--- src/rtl/alu_seq_pkg.sv ---
// Shared types and constants for the ALU operand sequencer.
package alu_seq_pkg;

  localparam int unsigned OPW = 3;

  localparam logic [1:0] MODE_ADD = 2'b00;
  localparam logic [1:0] MODE_SUB = 2'b01;
  localparam logic [1:0] MODE_XOR = 2'b10;
  localparam logic [1:0] MODE_AND = 2'b11;

  typedef enum logic [2:0] {
    ST_IDLE  = 3'd0,
    ST_GOT_A = 3'd1,
    ST_GOT_B = 3'd2,
    ST_EXEC  = 3'd3,
    ST_DONE  = 3'd4
  } state_t;

endpackage

--- src/rtl/alu_operand_sequencer_btn_pulse.sv ---
// btn_pulse: synchroniser chain plus rising-edge detector for one raw button.
// Produces a single-cycle pulse per press. After reset the detector stays
// disarmed until the synchronised level has been seen low, so a button held
// through reset release does not fire until it is released and pressed again.
module btn_pulse #(
  parameter int unsigned SYNC_STAGES = 2
) (
  input  logic i_clk,
  input  logic i_rst_n,
  input  logic i_btn,
  output logic o_pulse
);

  logic [SYNC_STAGES-1:0] r_sync;
  logic [SYNC_STAGES-1:0] r_fill;
  logic                   r_prev;
  logic                   r_armed;
  logic                   w_level;
  logic                   w_fill_done;

  assign w_level     = r_sync[SYNC_STAGES-1];
  assign w_fill_done = r_fill[SYNC_STAGES-1];

  // Synchronise the raw level and track when the chain holds real samples.
  always_ff @(posedge i_clk or negedge i_rst_n) begin
    if (!i_rst_n) begin
      r_sync <= '0;
      r_fill <= '0;
    end else begin
      r_sync <= {r_sync[SYNC_STAGES-2:0], i_btn};
      r_fill <= {r_fill[SYNC_STAGES-2:0], 1'b1};
    end
  end

  // Edge history and arming once a genuine released level has been observed.
  always_ff @(posedge i_clk or negedge i_rst_n) begin
    if (!i_rst_n) begin
      r_prev  <= 1'b0;
      r_armed <= 1'b0;
    end else begin
      r_prev <= w_level;
      if (w_fill_done && !w_level) begin
        r_armed <= 1'b1;
      end
    end
  end

  assign o_pulse = r_armed & w_level & ~r_prev;

endmodule

--- src/rtl/alu_operand_sequencer.sv ---
// alu_operand_sequencer: steps operands a, b and mode/carry into an external
// ALU from switches, one button press per step, then captures the result.
// Optional feature: define ALU_SEQ_CHAIN_EN so a new operation started from
// DONE takes a from the previous result instead of the switches.
module alu_operand_sequencer
  import alu_seq_pkg::*;
#(
  parameter int unsigned SYNC_STAGES = 2
) (
  input  logic           clk,
  input  logic           rst_n,
  input  logic [OPW-1:0] sw,
  input  logic           btn_load,
  input  logic           btn_clear,
  input  logic [OPW-1:0] alu_result,
  input  logic           alu_c_out,
  output logic [OPW-1:0] a,
  output logic [OPW-1:0] b,
  output logic [1:0]     mode,
  output logic           c_in,
  output logic [OPW-1:0] res_q,
  output logic           cout_q,
  output logic           res_valid,
  output logic [2:0]     state_o
);

  logic           w_load_p;
  logic           w_clear_p;
  state_t         r_state;
  logic [OPW-1:0] r_a;
  logic [OPW-1:0] r_b;
  logic [1:0]     r_mode;
  logic           r_c_in;
  logic [OPW-1:0] r_res_q;
  logic           r_cout_q;
  logic           r_res_valid;

  btn_pulse #(.SYNC_STAGES(SYNC_STAGES)) u_load_pulse (
    .i_clk   (clk),
    .i_rst_n (rst_n),
    .i_btn   (btn_load),
    .o_pulse (w_load_p)
  );

  btn_pulse #(.SYNC_STAGES(SYNC_STAGES)) u_clear_pulse (
    .i_clk   (clk),
    .i_rst_n (rst_n),
    .i_btn   (btn_clear),
    .o_pulse (w_clear_p)
  );

  // Sequencer FSM; clear takes priority over load in every state.
  always_ff @(posedge clk or negedge rst_n) begin
    if (!rst_n) begin
      r_state     <= ST_IDLE;
      r_a         <= '0;
      r_b         <= '0;
      r_mode      <= '0;
      r_c_in      <= 1'b0;
      r_res_q     <= '0;
      r_cout_q    <= 1'b0;
      r_res_valid <= 1'b0;
    end else if (w_clear_p) begin
      r_state     <= ST_IDLE;
      r_a         <= '0;
      r_b         <= '0;
      r_mode      <= '0;
      r_c_in      <= 1'b0;
      r_res_q     <= '0;
      r_cout_q    <= 1'b0;
      r_res_valid <= 1'b0;
    end else begin
      case (r_state)
        ST_IDLE: begin
          if (w_load_p) begin
            r_a     <= sw;
            r_state <= ST_GOT_A;
          end
        end
        ST_GOT_A: begin
          if (w_load_p) begin
            r_b     <= sw;
            r_state <= ST_GOT_B;
          end
        end
        ST_GOT_B: begin
          if (w_load_p) begin
            r_mode  <= sw[1:0];
            r_c_in  <= sw[2];
            r_state <= ST_EXEC;
          end
        end
        ST_EXEC: begin
          // Operands were stable for this whole cycle; capture the settled result.
          r_res_q     <= alu_result;
          r_cout_q    <= alu_c_out;
          r_res_valid <= 1'b1;
          r_state     <= ST_DONE;
        end
        ST_DONE: begin
          if (w_load_p) begin
            r_res_valid <= 1'b0;
`ifdef ALU_SEQ_CHAIN_EN
            r_a         <= r_res_q;
`else
            r_a         <= sw;
`endif
            r_state     <= ST_GOT_A;
          end
        end
        default: r_state <= ST_IDLE;
      endcase
    end
  end

  assign a         = r_a;
  assign b         = r_b;
  assign mode      = r_mode;
  assign c_in      = r_c_in;
  assign res_q     = r_res_q;
  assign cout_q    = r_cout_q;
  assign res_valid = r_res_valid;
  assign state_o   = r_state;

endmodule

--- config.mk ---
export PLATFORM = sky130hd
export DESIGN_NAME = alu_operand_sequencer
export DESIGN_NICKNAME = d
export VERILOG_FILES = /design/src/rtl/alu_seq_pkg.sv /design/src/rtl/alu_operand_sequencer_btn_pulse.sv /design/src/rtl/alu_operand_sequencer.sv
export SDC_FILE = /design/constraint.sdc
export NUM_CORES = 1
export LEC_CHECK = 0
export ABC_AREA = 1
export CELL_PAD_IN_SITES_DETAIL_PLACEMENT = 2
export CELL_PAD_IN_SITES_GLOBAL_PLACEMENT = 2
export CORE_MARGIN = 2
export CORE_UTILIZATION = 30
export CTS_BUF_LIST = sky130_fd_sc_hd__clkbuf_2
export CTS_CLUSTER_SIZE = 30
export DETAILED_ROUTE_END_ITERATION = 8
export PLACE_DENSITY = 0.93
export SLEW_MARGIN = 15
export SYNTH_ARGS = -nofsm -noshare
export SYNTH_HDL_FRONTEND = slang
export SYNTH_SLANG_ARGS = --single-unit
export TNS_END_PERCENT = 20
--- constraint.sdc ---
create_clock -name clk -period 1.51 [get_ports clk]
set_clock_uncertainty 0.2 [all_clocks]
set_input_delay 0.2265 -clock clk [delete_from_list [all_inputs] [get_ports clk]]
set_output_delay 0.2265 -clock clk [all_outputs]
set_load 0.02 [all_outputs]
-- Word-level counts from Yosys, hierarchy flattened
Index checks and enable logic that the tools add are counted.
- input bits: 11
- flip-flop bits (word level): 29
- word-level logic and storage cells: 70
- output and inout port bits: 17
- multiplexer cells: 23
- bitwise operators: 6
- reduce and logical (&&, ||, !) cells: 17
- equal/unequal tests: 8
- operators with widths (kind ; count):
    3-bit 2-to-1 mux ; 11
    3-bit by 1-bit inequality test with 1-bit output, second input constant ; 4
    3-bit one-hot mux with 4 select lines ; 1
    2-bit nonzero test ; 5
    2-bit AND reduction ; 4
    1-bit 2-to-1 mux ; 7
    3-bit by 2-bit == test with 1-bit output, second input constant ; 2
    2-bit 2-to-1 mux ; 3
    1-bit bitwise AND ; 4
    3-bit by 1-bit == test with 1-bit output, second input constant ; 1
    3-bit == test, second input constant ; 1
    3-bit logical NOT ; 1
    3-bit AND reduction ; 1
    3-bit nonzero test ; 1
    1-bit logical AND ; 2
    1-bit logical NOT ; 2
    1-bit inverter ; 2
    1-bit one-hot mux with 2 select lines ; 1
    2-bit OR reduction ; 1

-- Depth between registers and ports, before layout
- word-level depth: 5
- mapped depth: 7
- gate-level depth less buffers: 7

-- Modules after synthesis
A second synthesis with hierarchy kept.
- cell total of the unflattened synthesis: 118
- area total of the unflattened synthesis: 1131.1 um^2
- modules (own cells, without submodules) (module ; cells an instance ; area each (um^2) ; sequential area each (um^2) ; instances):
    alu_operand_sequencer ; 92 ; 773.2 ; 425.4 ; 1
    btn_pulse ; 13 ; 178.9 ; 150.1 ; 2

-- Worst setup path after synthesis
Ideal clock, no wire load.
- path kind: register to register
- start point: reg r_state[1], in the netlist state_o[1]
- end point: reg r_b[0], in the netlist b[0]
- arrival time: 0.987 ns
- buffers on the path: 0
- clock period less this slack: 1.304 ns
- cell stages (with the launch flop): 7
- data required time: 1.193 ns
- setup time: 0.117 ns
- path slack: 0.206 ns
- cells stage by stage: dfrtp_1 nor2_2 nand2_1 nand2_1 nand2_1 nand2_1 nand2_1
- longest elaborated chain between the ends: 3
- ends and longest elaborated chain (item ; line ; text):
    from (decl) ; alu_operand_sequencer.sv:29 ; state_t r_state;
    from (signal assigned) ; alu_operand_sequencer.sv:55 ; r_state <= ST_IDLE;
    from (signal assigned) ; alu_operand_sequencer.sv:64 ; r_state <= ST_IDLE;
    from (signal assigned) ; alu_operand_sequencer.sv:77 ; r_state <= ST_GOT_A;
    3-bit by 1-bit == test with 1-bit output ; alu_operand_sequencer.sv:73 ; case (r_state)
    2-bit nonzero test (no line) ; n/a ;
    2-bit AND reduction (no line) ; n/a ;
    to (signal assigned) ; alu_operand_sequencer.sv:82 ; r_b <= sw;
    to (decl) ; alu_operand_sequencer.sv:31 ; logic [OPW-1:0] r_b;
No other way between the ends.
A chain may end at the register's enable or synchronous reset.

-- Worst setup path in the final report
- start point: reg r_state[1], in the netlist state_o[1]
- end point: reg r_a[1], in the netlist a[1]
- longest elaborated chain between the ends: 4
- elaborated cells on any way between the ends: 5
- classes of those cells: eq/ne: 1; reduce/logical: 4
- ends and longest elaborated chain (item ; line ; text):
    3-bit == test or 3-bit logical NOT (tied branches) ; alu_operand_sequencer.sv:73 ;
    2-bit OR reduction (no line) * ; n/a ;
    2-bit nonzero test (no line) * ; n/a ;
    2-bit AND reduction (no line) * ; n/a ;
    to (signal assigned) ; alu_operand_sequencer.sv:76 ; r_a <= sw;
    to (signal assigned) ; alu_operand_sequencer.sv:106 ; r_a <= sw;
    to (decl) ; alu_operand_sequencer.sv:30 ; logic [OPW-1:0] r_a;
Every way passes the cells marked *; elsewhere a longest branch is shown, timed or not.

==> summary.md <==
| Metric | Value |
|---|---|
| Result of the run | `finished, final reports clean` |
| Routed wire per std cell | `15.3 µm` |
| Total internal power | `1.11 mW` |
| Total vias in the final route | `979` |
| Leading register cell type out of synthesis | `sky130_fd_sc_hd__dfrtp_1` |
| Share of the cycle needed by the critical path after routing | `99.6%` |
| Most numerous cell in the Yosys netlist | `sky130_fd_sc_hd__nand2_1` |
| Arrival time worst endpoint | `1.66 ns` |
| Critical path data required time | `1.66 ns` |
| Destination of the critical timing path | `a[1]` |
| Placeable core area | `0.00361 mm²` |
| Sequential area share after synthesis | `61.4%` |
| Combinational share of power | `34.5%` |
| Final worst-path setup slack | `0.00598 ns` |
| Crit Path Class | `reg2reg` |
| Pre-CTS setup slack | `0.0920 ns` |
| Hold slack | `0.133 ns` |
| Final worst path period need | `1.50 ns` |
| Final weighted congestion in routability-driven placement | `0.748` |
| Height of the die | `64.6 µm` |
| Leakage Power | `0.844 nW` |
| Clock Root Buffer | `sky130_fd_sc_hd__clkbuf_2` |
| Antenna violations before repair | `0` |
| Synthesized netlist net count | `128` |
| Reg2reg end | `a[1]` |
| Part of the total power dissipated in sequential elements | `48.5%` |
| Number of nets at the end of the flow | `176` |
| Post-route design area | `0.00157 mm²` |
| Tot Pwr | `1.76 mW` |
| Number of antenna repair diodes | `0` |
| Clock buffer count from CTS | `3` |
| Final Hold Viols | `0` |
| Gr usage total | `17.3%` |
| Maximum clock frequency | `0.665 GHz` |
| Switching power total | `651 µW` |
| Congestion Overflow GR | `0` |
| Synth cell count leaders | `sky130_fd_sc_hd__nand2_1 (44), sky130_fd_sc_hd__dfrtp_1 (27), sky130_fd_sc_hd__inv_1 (11)` |
| Cell count after synthesis | `117` |
| Clock Sink Count | `27` |
| Detailed placer's ending HPWL | `2360 µm` |
| Mean instance size in the synthesized netlist | `9.41 µm²` |
| Number of unique standard cell types used by synthesis | `17` |
| Pin count of the biggest net entering global routing | `28` |
| DRT Wirelength | `3240 µm` |
| Flop and latch count out of synthesis | `27` |
| Number of pins exceeding their max-slew limit in the final report | `0` |
| Area after detailed placement | `0.00148 mm²` |
| R2R cell count | `9` |
| Number of ports placed on the die boundary | `28` |
| Critical path launch point type | `register` |
| Number of enable flip-flop cells after synthesis | `0` |
| Width of the die | `64.6 µm` |
| Critical Path End Type | `register` |
| Final total negative setup slack | `0 ns` |
| RSZ-0062 raised after global routing | `yes` |
| Minimum setup slack among reg-to-reg paths | `0.006 ns` |
| Fraction of synthesis flops using an asynchronous set or reset pin | `100%` |
| Hold Crit Start | `alu_result[1]` |
| Launch instance of the worst register-to-register path | `state_o[1]` |
| Routed via count divided by cell count | `4.62` |
| Layout cell share with drive strength beyond 1 | `37.2%` |
| Starting utilization of the core area | `30.5%` |
| Maximum fanout encountered on the critical timing path | `4` |
| Power density of the placed cells | `1120 mW/mm²` |
| Detailed router's first-iteration violation count | `17` |
| Post-synth top area share | `61.4%` |
| Layout area overhead | `42.2%` |
| Worst Hold Class | `in2reg` |
| Number of search-and-repair iterations in the first detailed-routing pass | `4` |
| Yosys Warn Count | `0` |
| H-tree lvl count | `1` |
| Post-route DRC | `0` |
| Remaining number of nets flagged by the antenna check after routing | `0` |
| Biggest area contributors in the synthesized netlist | `sky130_fd_sc_hd__dfrtp_1 (61%), sky130_fd_sc_hd__nand2_1 (15%), sky130_fd_sc_hd__nand3_1 (4.1%)` |
| Max Cap Viol | `0` |
| Final setup vio count | `0` |
| Overall die area | `0.00417 mm²` |
| Library cell with the largest summed area after synthesis | `sky130_fd_sc_hd__dfrtp_1` |
| Netlist area before placement | `0.00110 mm²` |
| Cell row count | `22` |
| Source-to-sink clock delay at the later pin of the worst-skew pair | `0.40 ns` |
| Worst IR Drop VDD | `0.475 mV` |
| Vias in the first global route | `1102` |
| Count of input and output buffers | `27` |
| Fraction of power spent switching nets | `37.0%` |
| CTS clk-pin slew, worst paths | `0.27 ns` |
| CTS tree | `done` |
| Number of buffers on the longest clock path | `2` |
| Part of the power in the clock network | `17.0%` |
| Origin of the worst setup path | `state_o[1]` |
| Global-route wire length before repair | `5440 µm` |
==> flip-flops by register name, summed over array words and instances, names as in the netlist, 2 cells and up <==
signal                flops
b                         3
state_o                   3
u_load_pulse.r_sync       2
u_clear_pulse.r_sync      2
mode                      2
res_q                     3
a                         3
==> layout by cell type, fill, tap and decap left out, types with 2 or more instances in the layout <==
cell	n
sky130_fd_sc_hd__nand2_1	38
sky130_fd_sc_hd__dfrtp_1	27
sky130_fd_sc_hd__buf_2	17
sky130_fd_sc_hd__buf_4	13
sky130_fd_sc_hd__clkdlybuf4s50_1	10
sky130_fd_sc_hd__nand3_1	9
sky130_fd_sc_hd__inv_1	8
sky130_fd_sc_hd__nand2_2	7
sky130_fd_sc_hd__nor2_4	6
sky130_fd_sc_hd__inv_2	4
sky130_fd_sc_hd__clkbuf_2	3
sky130_fd_sc_hd__dlygate4sd3_1	3
sky130_fd_sc_hd__nand3_2	2
sky130_fd_sc_hd__nor2_2	2
sky130_fd_sc_hd__a21oi_1	2
sky130_fd_sc_hd__nor2_1	2
sky130_fd_sc_hd__nand2_4	2
sky130_fd_sc_hd__o21bai_1	2
==> cells by family (layout without fill, tap and decap cells) <==
kind of cell           count (synthesis)  count (layout)  synth area share (%)
AOI/OAI and AO/OA                      5               5                  2.73
buffers and inverters                 14              61                  4.89
DFF                                   27              27                  61.4
other                                  1               1                 0.341
and+or+nand+nor                       70              70                  30.7
==> how the worst min path moves through the flow <==
stage | to | slack, ns | cells after the start
2_1_floorplan | a[0] | -0.27 | 0
3_3_place_gp | u_clear_pulse.r_fill[1] | 0.13 | 0
3_5_place_dp | u_load_pulse.r_sync[1] | 0.14 | 0
4_1_cts | u_clear_pulse.r_sync[0] | 0.005 | 1
5_1_grt | res_q[1] | 0.14 | 3
6_report | res_q[1] | 0.13 | 3
==> power groups by stage <==
stage          registers [mW]  clock network [mW]  logic, mW
3_5_place_dp            0.875                   0      0.562
6_report                0.854               0.300      0.607
4_1_cts                 0.855               0.313      0.562
3_3_place_gp            0.866                   0      0.535
2_1_floorplan           0.978                   0      0.168
5_1_grt                 0.869               0.338      0.664
==> through the flow <==
stage | utilization [%] | std cells
global placement | 41.2 | 197
global route | 43.4 | 212
detailed placement | 41.2 | 197
CTS | 41.9 | 210
finish | 43.4 | 212
floorplan | - | 117
==> cell type report <==
class	count	area [µm²]
sequential	27	676
inverter	13	51.3
clock inverter	1	7.51
tap	48	60.1
multi-input combinational	76	423
clock buffer	3	15.0
fill	403	2040
timing repair buffer	44	333
==> timing repair <==
action,CTS,global route
hold endpoints to repair,28,1
pin swaps,0,4
endpoints found under the setup margin,17,11
gates resized for setup,70,17
hold buffers,2,1
buffers inserted,7,1
==> worst max-delay path, cell delays in order, from the launching register on <==
cell and delay [ns]:
sky130_fd_sc_hd__dfrtp_1 0.45, sky130_fd_sc_hd__buf_4 0.14, sky130_fd_sc_hd__buf_4 0.16, sky130_fd_sc_hd__inv_2 0.07
sky130_fd_sc_hd__nand2_2 0.08, sky130_fd_sc_hd__inv_2 0.08, sky130_fd_sc_hd__nand2_4 0.07, sky130_fd_sc_hd__inv_4 0.06
sky130_fd_sc_hd__nand2_1 0.06, sky130_fd_sc_hd__nand2_1 0.08
==> routing by layer <==
| layer | GRT usage (%) | vias up | share of wire (%) |
|---|---|---|---|
| li1 | - | 448 | - |
| met1 | 19.0 | 499 | 39 |
| met2 | 33.1 | 27 | 56 |
| met3 | 1.22 | 5 | 3.2 |
| met4 | 8.78 | 0 | 2.2 |
| met5 | 0 | - | 0 |
Note: power is estimated with default switching activity, not from simulation.
